--- config.mk ---
export PLATFORM = sky130hd
export DESIGN_NAME = alu_pipe_flat
export DESIGN_NICKNAME = d
export VERILOG_FILES = /design/src/rtl/alu_pipe_if.sv /design/src/rtl/alu_pipe.sv /design/src/flat_wrapper.sv
export SDC_FILE = /design/constraint.sdc
export NUM_CORES = 1
export LEC_CHECK = 0
export ABC_AREA = 1
export CELL_PAD_IN_SITES_DETAIL_PLACEMENT = 2
export CELL_PAD_IN_SITES_GLOBAL_PLACEMENT = 2
export CORE_UTILIZATION = 35
export CTS_BUF_LIST = sky130_fd_sc_hd__clkbuf_4 sky130_fd_sc_hd__clkbuf_8
export DETAILED_ROUTE_END_ITERATION = 8
export DONT_BUFFER_PORTS = 1
export GPL_ROUTABILITY_DRIVEN = 0
export GPL_TIMING_DRIVEN = 0
export PLACE_DENSITY_LB_ADDON = 0.1
export SLEW_MARGIN = 10
export SYNTH_ARGS = -nofsm -noshare
export SYNTH_HDL_FRONTEND = slang
export SYNTH_SLANG_ARGS = --single-unit
--- constraint.sdc ---
create_clock -name clock_i -period 3.5 [get_ports clock_i]
set_input_delay 0.35 -clock clock_i [delete_from_list [all_inputs] [get_ports clock_i]]
set_output_delay 0.35 -clock clock_i [all_outputs]
set_load 0.02 [all_outputs]
--- src/rtl/alu_pipe_if.sv ---
// rtl/alu_pipe_if.sv - operand/result handshake bundle for alu_pipe
//
// Purpose: groups the operand beat (valid_i/ready_o/op_i/a_i/b_i) and the
//          result beat (valid_o/ready_i/result_o/zero_o/ovf_o) of alu_pipe.
// Ports (signals):
//    valid_i, ready_o, op_i[2:0], a_i[NB_BITS-1:0], b_i[NB_BITS-1:0]
//    valid_o, ready_i, result_o[NB_BITS:0], zero_o, ovf_o
// Modports: slave = ALU side, master = the block driving operands and
//           accepting results.
interface alu_pipe_if #(
   parameter int NB_BITS = 32
);
   logic               valid_i;
   logic               ready_o;
   logic [2:0]         op_i;
   logic [NB_BITS-1:0] a_i;
   logic [NB_BITS-1:0] b_i;
   logic               valid_o;
   logic               ready_i;
   logic [NB_BITS:0]   result_o;
   logic               zero_o;
   logic               ovf_o;

   modport slave (
      input  valid_i, op_i, a_i, b_i, ready_i,
      output ready_o, valid_o, result_o, zero_o, ovf_o
   );

   modport master (
      output valid_i, op_i, a_i, b_i, ready_i,
      input  ready_o, valid_o, result_o, zero_o, ovf_o
   );
endinterface

--- src/rtl/alu_pipe.sv ---
// rtl/alu_pipe.sv - two-stage valid/ready pipelined ALU
//
// Purpose: S1 registers operands and opcode, S2 registers the result and
//          flags. One beat per cycle when the downstream keeps ready_i high.
// Ports:
//    clock_i   : clock, rising edge
//    resetb_i  : asynchronous active-low reset
//    bus       : alu_pipe_if.slave (operand beat in, result beat out)
// Optional feature: define ALU_SAT_EN to turn opcode 111 into a signed
//    saturating add; otherwise opcode 111 is a plain ADD.
module alu_pipe #(
   parameter int NB_BITS = 32,
   parameter int SH_BITS = $clog2(NB_BITS)
) (
   input  logic        clock_i,
   input  logic        resetb_i,
   alu_pipe_if.slave   bus
);

   localparam logic [2:0] OP_ADD = 3'b000;
   localparam logic [2:0] OP_SUB = 3'b001;
   localparam logic [2:0] OP_AND = 3'b010;
   localparam logic [2:0] OP_OR  = 3'b011;
   localparam logic [2:0] OP_XOR = 3'b100;
   localparam logic [2:0] OP_SLL = 3'b101;
   localparam logic [2:0] OP_SRL = 3'b110;
   localparam logic [2:0] OP_SAT = 3'b111;

   localparam logic [NB_BITS-1:0] SAT_MAX = {1'b0, {(NB_BITS-1){1'b1}}};
   localparam logic [NB_BITS-1:0] SAT_MIN = {1'b1, {(NB_BITS-1){1'b0}}};

   // stage 1
   logic               s1_valid;
   logic [2:0]         s1_op;
   logic [NB_BITS-1:0] s1_a;
   logic [NB_BITS-1:0] s1_b;

   // stage 2
   logic               s2_valid;
   logic [NB_BITS:0]   s2_result;
   logic               s2_zero;
   logic               s2_ovf;

   logic               accept;
   logic               consume;
   logic               s2_load;

   logic [NB_BITS:0]   sum_w;
   logic [NB_BITS:0]   diff_w;
   logic               add_ovf;
   logic               sub_ovf;
   logic [NB_BITS:0]   alu_res;
   logic               alu_ovf;

   // S1 can take a beat if it is empty, or if its content moves to S2 this
   // cycle (S2 empty or S2 being drained).
   assign bus.ready_o = !s1_valid || !s2_valid || bus.ready_i;
   assign accept      = bus.valid_i && bus.ready_o;
   assign consume     = s2_valid && bus.ready_i;
   assign s2_load     = s1_valid && (!s2_valid || bus.ready_i);

   assign bus.valid_o  = s2_valid;
   assign bus.result_o = s2_result;
   assign bus.zero_o   = s2_zero;
   assign bus.ovf_o    = s2_ovf;

   // One extra bit captures carry out; for subtraction it is the unsigned
   // borrow (a < b).
   assign sum_w  = {1'b0, s1_a} + {1'b0, s1_b};
   assign diff_w = {1'b0, s1_a} - {1'b0, s1_b};

   // Signed overflow: add overflows when operands share a sign the result
   // lacks; subtract when operand signs differ and result sign flips from a.
   assign add_ovf = (s1_a[NB_BITS-1] == s1_b[NB_BITS-1]) &&
                    (sum_w[NB_BITS-1] != s1_a[NB_BITS-1]);
   assign sub_ovf = (s1_a[NB_BITS-1] != s1_b[NB_BITS-1]) &&
                    (diff_w[NB_BITS-1] != s1_a[NB_BITS-1]);

   always_comb begin
      alu_res = '0;
      alu_ovf = 1'b0;
      case (s1_op)
         OP_ADD: begin
            alu_res = sum_w;
            alu_ovf = add_ovf;
         end
         OP_SUB: begin
            alu_res = diff_w;
            alu_ovf = sub_ovf;
         end
         OP_AND: alu_res = {1'b0, s1_a & s1_b};
         OP_OR:  alu_res = {1'b0, s1_a | s1_b};
         OP_XOR: alu_res = {1'b0, s1_a ^ s1_b};
         OP_SLL: alu_res = {1'b0, s1_a << s1_b[SH_BITS-1:0]};
         OP_SRL: alu_res = {1'b0, s1_a >> s1_b[SH_BITS-1:0]};
`ifdef ALU_SAT_EN
         OP_SAT: begin
            // Signed result: the carry bit carries no meaning, kept at 0.
            alu_ovf = add_ovf;
            if (add_ovf)
               alu_res = {1'b0, (s1_a[NB_BITS-1] ? SAT_MIN : SAT_MAX)};
            else
               alu_res = {1'b0, sum_w[NB_BITS-1:0]};
         end
`else
         OP_SAT: begin
            alu_res = sum_w;
            alu_ovf = add_ovf;
         end
`endif
      endcase
   end

   always_ff @(posedge clock_i or negedge resetb_i) begin
      if (!resetb_i) begin
         s1_valid  <= 1'b0;
         s1_op     <= '0;
         s1_a      <= '0;
         s1_b      <= '0;
         s2_valid  <= 1'b0;
         s2_result <= '0;
         s2_zero   <= 1'b0;
         s2_ovf    <= 1'b0;
      end else begin
         if (accept) begin
            s1_valid <= 1'b1;
            s1_op    <= bus.op_i;
            s1_a     <= bus.a_i;
            s1_b     <= bus.b_i;
         end else if (s2_load) begin
            s1_valid <= 1'b0;
         end

         // S2 holds its content while stalled so outputs stay stable.
         if (s2_load) begin
            s2_valid  <= 1'b1;
            s2_result <= alu_res;
            s2_zero   <= (alu_res[NB_BITS-1:0] == '0);
            s2_ovf    <= alu_ovf;
         end else if (consume) begin
            s2_valid  <= 1'b0;
         end
      end
   end

endmodule

--- src/flat_wrapper.sv ---
// flat-port wrapper written by rule: the top's interface ports become plain ports
module alu_pipe_flat 
#(
   parameter int NB_BITS = 32,
   parameter int SH_BITS = $clog2(NB_BITS)
)
  (clock_i, resetb_i, bus_valid_i, bus_op_i, bus_a_i, bus_b_i, bus_ready_i, bus_ready_o, bus_valid_o, bus_result_o, bus_zero_o, bus_ovf_o);
  alu_pipe_if #(.NB_BITS(NB_BITS)) bus_i ();
  input  logic clock_i;
  input  logic resetb_i;
  input wire logic [$bits(bus_i.valid_i)-1:0] bus_valid_i;
  input wire logic [$bits(bus_i.op_i)-1:0] bus_op_i;
  input wire logic [$bits(bus_i.a_i)-1:0] bus_a_i;
  input wire logic [$bits(bus_i.b_i)-1:0] bus_b_i;
  input wire logic [$bits(bus_i.ready_i)-1:0] bus_ready_i;
  output wire logic [$bits(bus_i.ready_o)-1:0] bus_ready_o;
  output wire logic [$bits(bus_i.valid_o)-1:0] bus_valid_o;
  output wire logic [$bits(bus_i.result_o)-1:0] bus_result_o;
  output wire logic [$bits(bus_i.zero_o)-1:0] bus_zero_o;
  output wire logic [$bits(bus_i.ovf_o)-1:0] bus_ovf_o;
  assign bus_i.valid_i = bus_valid_i;
  assign bus_i.op_i = bus_op_i;
  assign bus_i.a_i = bus_a_i;
  assign bus_i.b_i = bus_b_i;
  assign bus_i.ready_i = bus_ready_i;
  assign bus_ready_o = bus_i.ready_o;
  assign bus_valid_o = bus_i.valid_o;
  assign bus_result_o = bus_i.result_o;
  assign bus_zero_o = bus_i.zero_o;
  assign bus_ovf_o = bus_i.ovf_o;
  alu_pipe #(.NB_BITS(NB_BITS), .SH_BITS(SH_BITS)) u_core (.clock_i(clock_i), .resetb_i(resetb_i), .bus(bus_i));
endmodule
Word-level counts from Yosys, hierarchy flattened
Index checks and enable logic that the tools add are counted.
{"block": "word_totals", "regBits": 104, "inputBits": 71, "output_inout_bits": 37}
{"block": "op_classes", "mux": 6, "reduce_logical": 15, "add_sub_neg": 2, "eq_ne": 11, "n_bitwise": 3, "n_shift": 2}
{"op": "33-bit case mux with 7 select lines", "count": 1}
{"op": "32-bit by 32-bit adder with 33-bit output", "count": 1}
{"op": "32-bit by 32-bit subtractor with 33-bit output", "count": 1}
{"op": "32-bit bitwise AND", "count": 1}
{"op": "32-bit zero test", "count": 1}
{"op": "32-bit OR", "count": 1}
{"op": "32-bit by 5-bit << shifter with 32-bit output", "count": 1}
{"op": "32-bit by 5-bit right shift with 32-bit output", "count": 1}
{"op": "32-bit XOR", "count": 1}
{"op": "3-bit == test (second input constant)", "count": 4}
{"op": "3-bit by 2-bit == test with 1-bit output (second input constant)", "count": 2}
{"op": "1-bit logical AND", "count": 5}
{"op": "1-bit 2-to-1 mux", "count": 4}
{"op": "2-bit nonzero test", "count": 2}
{"op": "3-bit by 1-bit == test with 1-bit output (second input constant)", "count": 1}
{"op": "3-bit zero test", "count": 1}
{"op": "1-bit logical OR", "count": 3}
{"op": "1-bit != test", "count": 3}
{"op": "1-bit zero test", "count": 2}
{"op": "1-bit case mux with 2 select lines", "count": 1}
{"op": "2-bit OR reduction", "count": 1}
{"op": "1-bit == test", "count": 1}

Logic depth before layout (Yosys ltp)
{"block": "depth", "depth_word": 5, "ltp_mapped": 25}

Least setup slack after synthesis
Ideal clock, no wire load.
{"block": "synth_path", "path_type": "reg2reg", "start": "reg u_core.s1_b[2]", "end": "reg u_core.s2_zero, in the netlist u_core.bus.zero_o", "synth_period_minus_slack_ns": 2.693, "t_arrival_ns": 2.628, "path_stages_with_launch": 26, "n_path_buf": 4, "setup_slack_ns": 0.807, "path_cell_list": "dfrtp_1 -> buf_2 -> inv_2 -> buf_2 -> buf_2 -> ha_1 -> buf_6 -> nor2_2 -> nand2_1 -> nand2_1 -> nand2_1 -> nand2_1 -> nand2_1 -> nand2_1 -> nand2_1 -> nand2_2 -> nand2_1 -> nand2_1 -> nor2_1 -> nor2_1 -> nand2_1 -> nor2_1 -> nand2_1 -> nor2_1 -> nand3_1 -> nand2_1"}
{"block": "synth_via", "elab_chain_cells": 3, "word_cells_on_any_way": 9}
{"item": "start, declared", "line": "alu_pipe.sv:36", "source": "logic [NB_BITS-1:0] s1_b;"}
{"item": "start signal, assigned", "line": "alu_pipe.sv:129", "source": "s1_b <= bus.b_i;"}
{"item": "32-bit by 32-bit adder with 33-bit output, or another cell as far along", "line": "alu_pipe.sv:69", "source": "assign sum_w = {1'b0, s1_a} + {1'b0, s1_b};"}
{"item": "33-bit case mux with 7 select lines *", "line": "alu_pipe.sv:82", "source": "case (s1_op)"}
{"item": "32-bit zero test *", "line": "alu_pipe.sv:138", "source": "s2_zero <= (alu_res[NB_BITS-1:0] == '0);"}
{"item": "end signal, assigned", "line": "alu_pipe.sv:138"}
{"item": "end, declared", "line": "alu_pipe.sv:41", "source": "logic s2_zero;"}
Mark *: on every way between the ends. The rest lies on a longest branch, timed or not.
A chain may end at the register's enable or synchronous reset.

Final worst setup path
{"block": "layout_path", "start": "reg u_core.s2_valid, in the netlist u_core.bus.valid_o", "end": "reg u_core.s1_a[10]"}
{"block": "layout_via", "elab_chain_cells": 4}
{"item": "start, declared", "line": "alu_pipe.sv:39", "source": "logic s2_valid;"}
{"item": "start signal, assigned", "line": "alu_pipe.sv:120", "source": "s2_valid <= 1'b0;"}
{"item": "start signal, assigned", "line": "alu_pipe.sv:136", "source": "s2_valid <= 1'b1;"}
{"item": "start signal, assigned", "line": "alu_pipe.sv:141", "source": "s2_valid <= 1'b0;"}
{"item": "1-bit zero test", "line": "alu_pipe.sv:57", "source": "assign bus.ready_o = !s1_valid || !s2_valid || bus.ready_i;"}
{"item": "1-bit logical OR (2 in series)", "line": "alu_pipe.sv:57"}
{"item": "via bus_ready_o", "line": "flat_wrapper.sv:16", "source": "output wire logic [$bits(bus_i.ready_o)-1:0] bus_ready_o;"}
{"item": "1-bit logical AND", "line": "alu_pipe.sv:58", "source": "assign accept = bus.valid_i && bus.ready_o;"}
{"item": "end signal, assigned", "line": "alu_pipe.sv:128", "source": "s1_a <= bus.a_i;"}
{"item": "end, declared", "line": "alu_pipe.sv:35", "source": "logic [NB_BITS-1:0] s1_a;"}
The timed path passes the listed nets, and every way through them passes these cells.

==> flow_summary.toml <==
[synth]
synth.most_common_cell = "nand2_1"
synth_edf_count = 0
async_flop_share = 1.00
synth.distinct_cells = 43
synth_cells = 2442
ys_top_cells_by_area = "dfrtp_1 19%, nand2_1 19%, nand3_1 15%"
ys_seq_area_frac = 0.188
synth_top_flop_cell = "dfrtp_1"
ys_warn_count = 0
synthTopCellsByCount = "690 x nand2_1, 421 x nand3_1, 313 x nor2_1, 297 x inv_1, 146 x a21oi_1"
synth.net_count = 2615
netlist.area_leader.share = 0.188
syn-cell-area_mm2 = 0.0138
synth_largest_area_cell = "dfrtp_1"
ys_ff_latch = 104
avgSynthCellArea_um2 = 5.67

[timing]
slew_headroom = 0.238
fin_ws_ns = 0.0214
finClkSkew_ns = 0.0373
finalMaxSlewViolations = 0
max_freq_ghz = 0.287
min_period_ns = 3.48
hold_viol = 0
worst_slew_pin_slew_ns = 1.14
fin_crit_sh = 0.994
setup_viol = 0

[hold_path]
hold_depth = 2
hp-start = "bus_b_i[0]"
hold_path_end = "u_core.s1_b[0]"
holdCritPathClass = "input port to register"

[drt]
via_count = 17800
drt_iter0_drc = 1657
wl_per_cell_um = 27.2
drc_errors = 0
routed_wl_mm = 82.0
vias_per_cell = 5.90
drtAntennaViolNets = 0
drt_first_pass_iters = 5

[grt]
grtUsageTotal = 0.402
grt_remaining_overflow = 0
grt_pass1_vias = 18300
grt_pass1_wl_mm = 119
grt_antenna_before_repair = 3
grt_max_degree = 105

[clocking]
clk_pin_slew_ns = 0.12
cts.sinks = 104
tritoncts = "done"
cts_buffers = 9
insertion_delay_ns = 0.52
cts_root_buf = "clkbuf_8"
cts_buffer_depth = 2
cts_max_level = 3

[power_and_ir_drop]
power.total_mw = 9.25
p_per_area_mw_per_mm2 = 607
leakage_nw = 8.14
ir_drop_uv = 450

[critical_path]
reg2reg_slack_ns = 0.02
critPathRequiredTime_ns = 3.84
reg2reg_to = "u_core.s1_a[10]"
worst_setup_path_start_kind = "register"
r2r_start = "u_core.bus.valid_o"
worst-path-max-fanout = 10
endpoint_kind = "register"
arrival_ns = 3.82
r2r_cells = 5
crit_type = "register to register"

[floorplan]
num_rows = 72
start_util = 0.357
dieArea_mm2 = 0.0404
fp.dieW_um = 201
io_pins = 108
core_area_mm2 = 0.0388
die_h_um = 201

[layout]
fillCellCount = 5044
layout.nets = 2665
drive_gt1_frac = 0.0689
fin_util = 0.393
area_delta_synth_final_pct = 10.1

[flow_run]
cap_viol_max_count = 0

[placement]
hpwl_mm = 67.8
io_buffer_count = 0
dp_slack_ns = -0.431

[status]
status = "finished, final reports clean"
-- metal layers --
layer  up-vias  global-route usage  routed length, um
met5         -                   0                 15
met4         2               0.221               4950
met3       191              0.0687               6620
met2       791               0.626              35900
met1      8883               0.525              34500
li1       7914                   -                  -
-- layout by cell type (no fill, tap or decap), drive strengths merged, types with 3 or more instances in the layout --
cell,netlist,layout
a21oi,146,146
a31oi,4,4
and2,24,24
buf,80,79
clkbuf,31,42
clkinv,2,3
dfrtp,104,104
dlygate4sd3,0,38
ha,100,100
inv,312,314
nand2,713,713
nand3,428,428
nand3b,3,3
nand4,22,22
nor2,320,320
nor3,20,20
o2111ai,3,3
o211ai,8,8
o21ai,77,77
o21bai,7,7
o221ai,5,5
o22ai,16,16
or2,4,4
xor2,5,5
-- worst max-delay path: stages, from the launching register on --
cell      delay, ns
dfrtp_1        0.50
nand3_1        0.32
nand2_1        0.61
clkbuf_1       0.78
buf_1          0.91
a21oi_1        0.18
-- cell families (layout without fill, tap and decap cells) --
logic type,count (synthesis),in the layout,synth area share
AO/OA/AOI/OAI,270,270,0.106
XOR/XNOR,5,5,0.00316
adder cells (fa/ha/maj),102,102,0.0932
buffers and inverters,425,480,0.133
flip-flops,104,104,0.188
other,0,1,0
AND/OR/NAND/NOR,1536,1536,0.477
-- where the power goes --
part           internal, mW  switching (mW)
Clock                 0.408           0.582
Sequential             1.51           0.602
Combinational          1.67            4.48
-- sequential cells by signal, indices dropped and copies added, names as in the netlist --
name / cells
u_core.s1_valid: 1
u_core.bus.zero_o: 1
u_core.s1_op: 3
u_core.bus.ovf_o: 1
u_core.s1_a: 32
u_core.s1_b: 32
u_core.bus.valid_o: 1
u_core.bus.result_o: 33
-- layout make-up --
type / instances / area, um2 / area share
buffer: 106 / 646 / 0.0424
clock inverter: 7 / 101 / 0.00665
timing repair buffer: 44 / 445 / 0.0292
inverter: 314 / 1200 / 0.0786
multi-input combinational: 1913 / 9470 / 0.621
clock buffer: 9 / 124 / 0.00813
antenna: 1 / 2.50 / 0.000164
sequential: 104 / 2610 / 0.171
tap: 518 / 648 / 0.0425
-- per-stage QoR --
stage | setup TNS (ns) | instance area (um2) | instances | hold slack, ns
after floorplan | 0 | 13800 | 2442 | 0.0544
after global placement | -0.321 | 14500 | 2960 | 0.0567
after detailed placement | -1.13 | 14500 | 2960 | 0.0569
after CTS | 0 | 15200 | 3014 | 0.000597
after global routing | -0.00317 | 15200 | 3016 | -0.00237
final | 0 | 15200 | 3016 | 0.0158
-- worst max-delay path by stage --
stage	start	end	slack, ns	depth (start not counted)
2_1_floorplan	u_core.s1_b[2]	u_core.bus.zero_o	0.81	25
3_3_place_gp	u_core.s1_b[1]	u_core.bus.zero_o	-0.32	24
3_5_place_dp	u_core.s1_b[1]	u_core.bus.zero_o	-0.43	24
4_1_cts	u_core.s1_b[2]	u_core.bus.zero_o	0.0006	21
5_1_grt	u_core.s1_b[4]	u_core.bus.zero_o	-0.003	20
6_report	u_core.bus.valid_o	u_core.s1_a[10]	0.02	5
-- timing repair --
action / in CTS / in global routing
pin swaps: 2 / 1
hold buffers: 39 / 0
resized for setup: 10 / 28
setup endpoints to repair: 12 / 1
hold endpoints to repair: 141 / 0
buffers inserted: 2 / 3
Note: power is estimated with default switching activity, not from simulation.
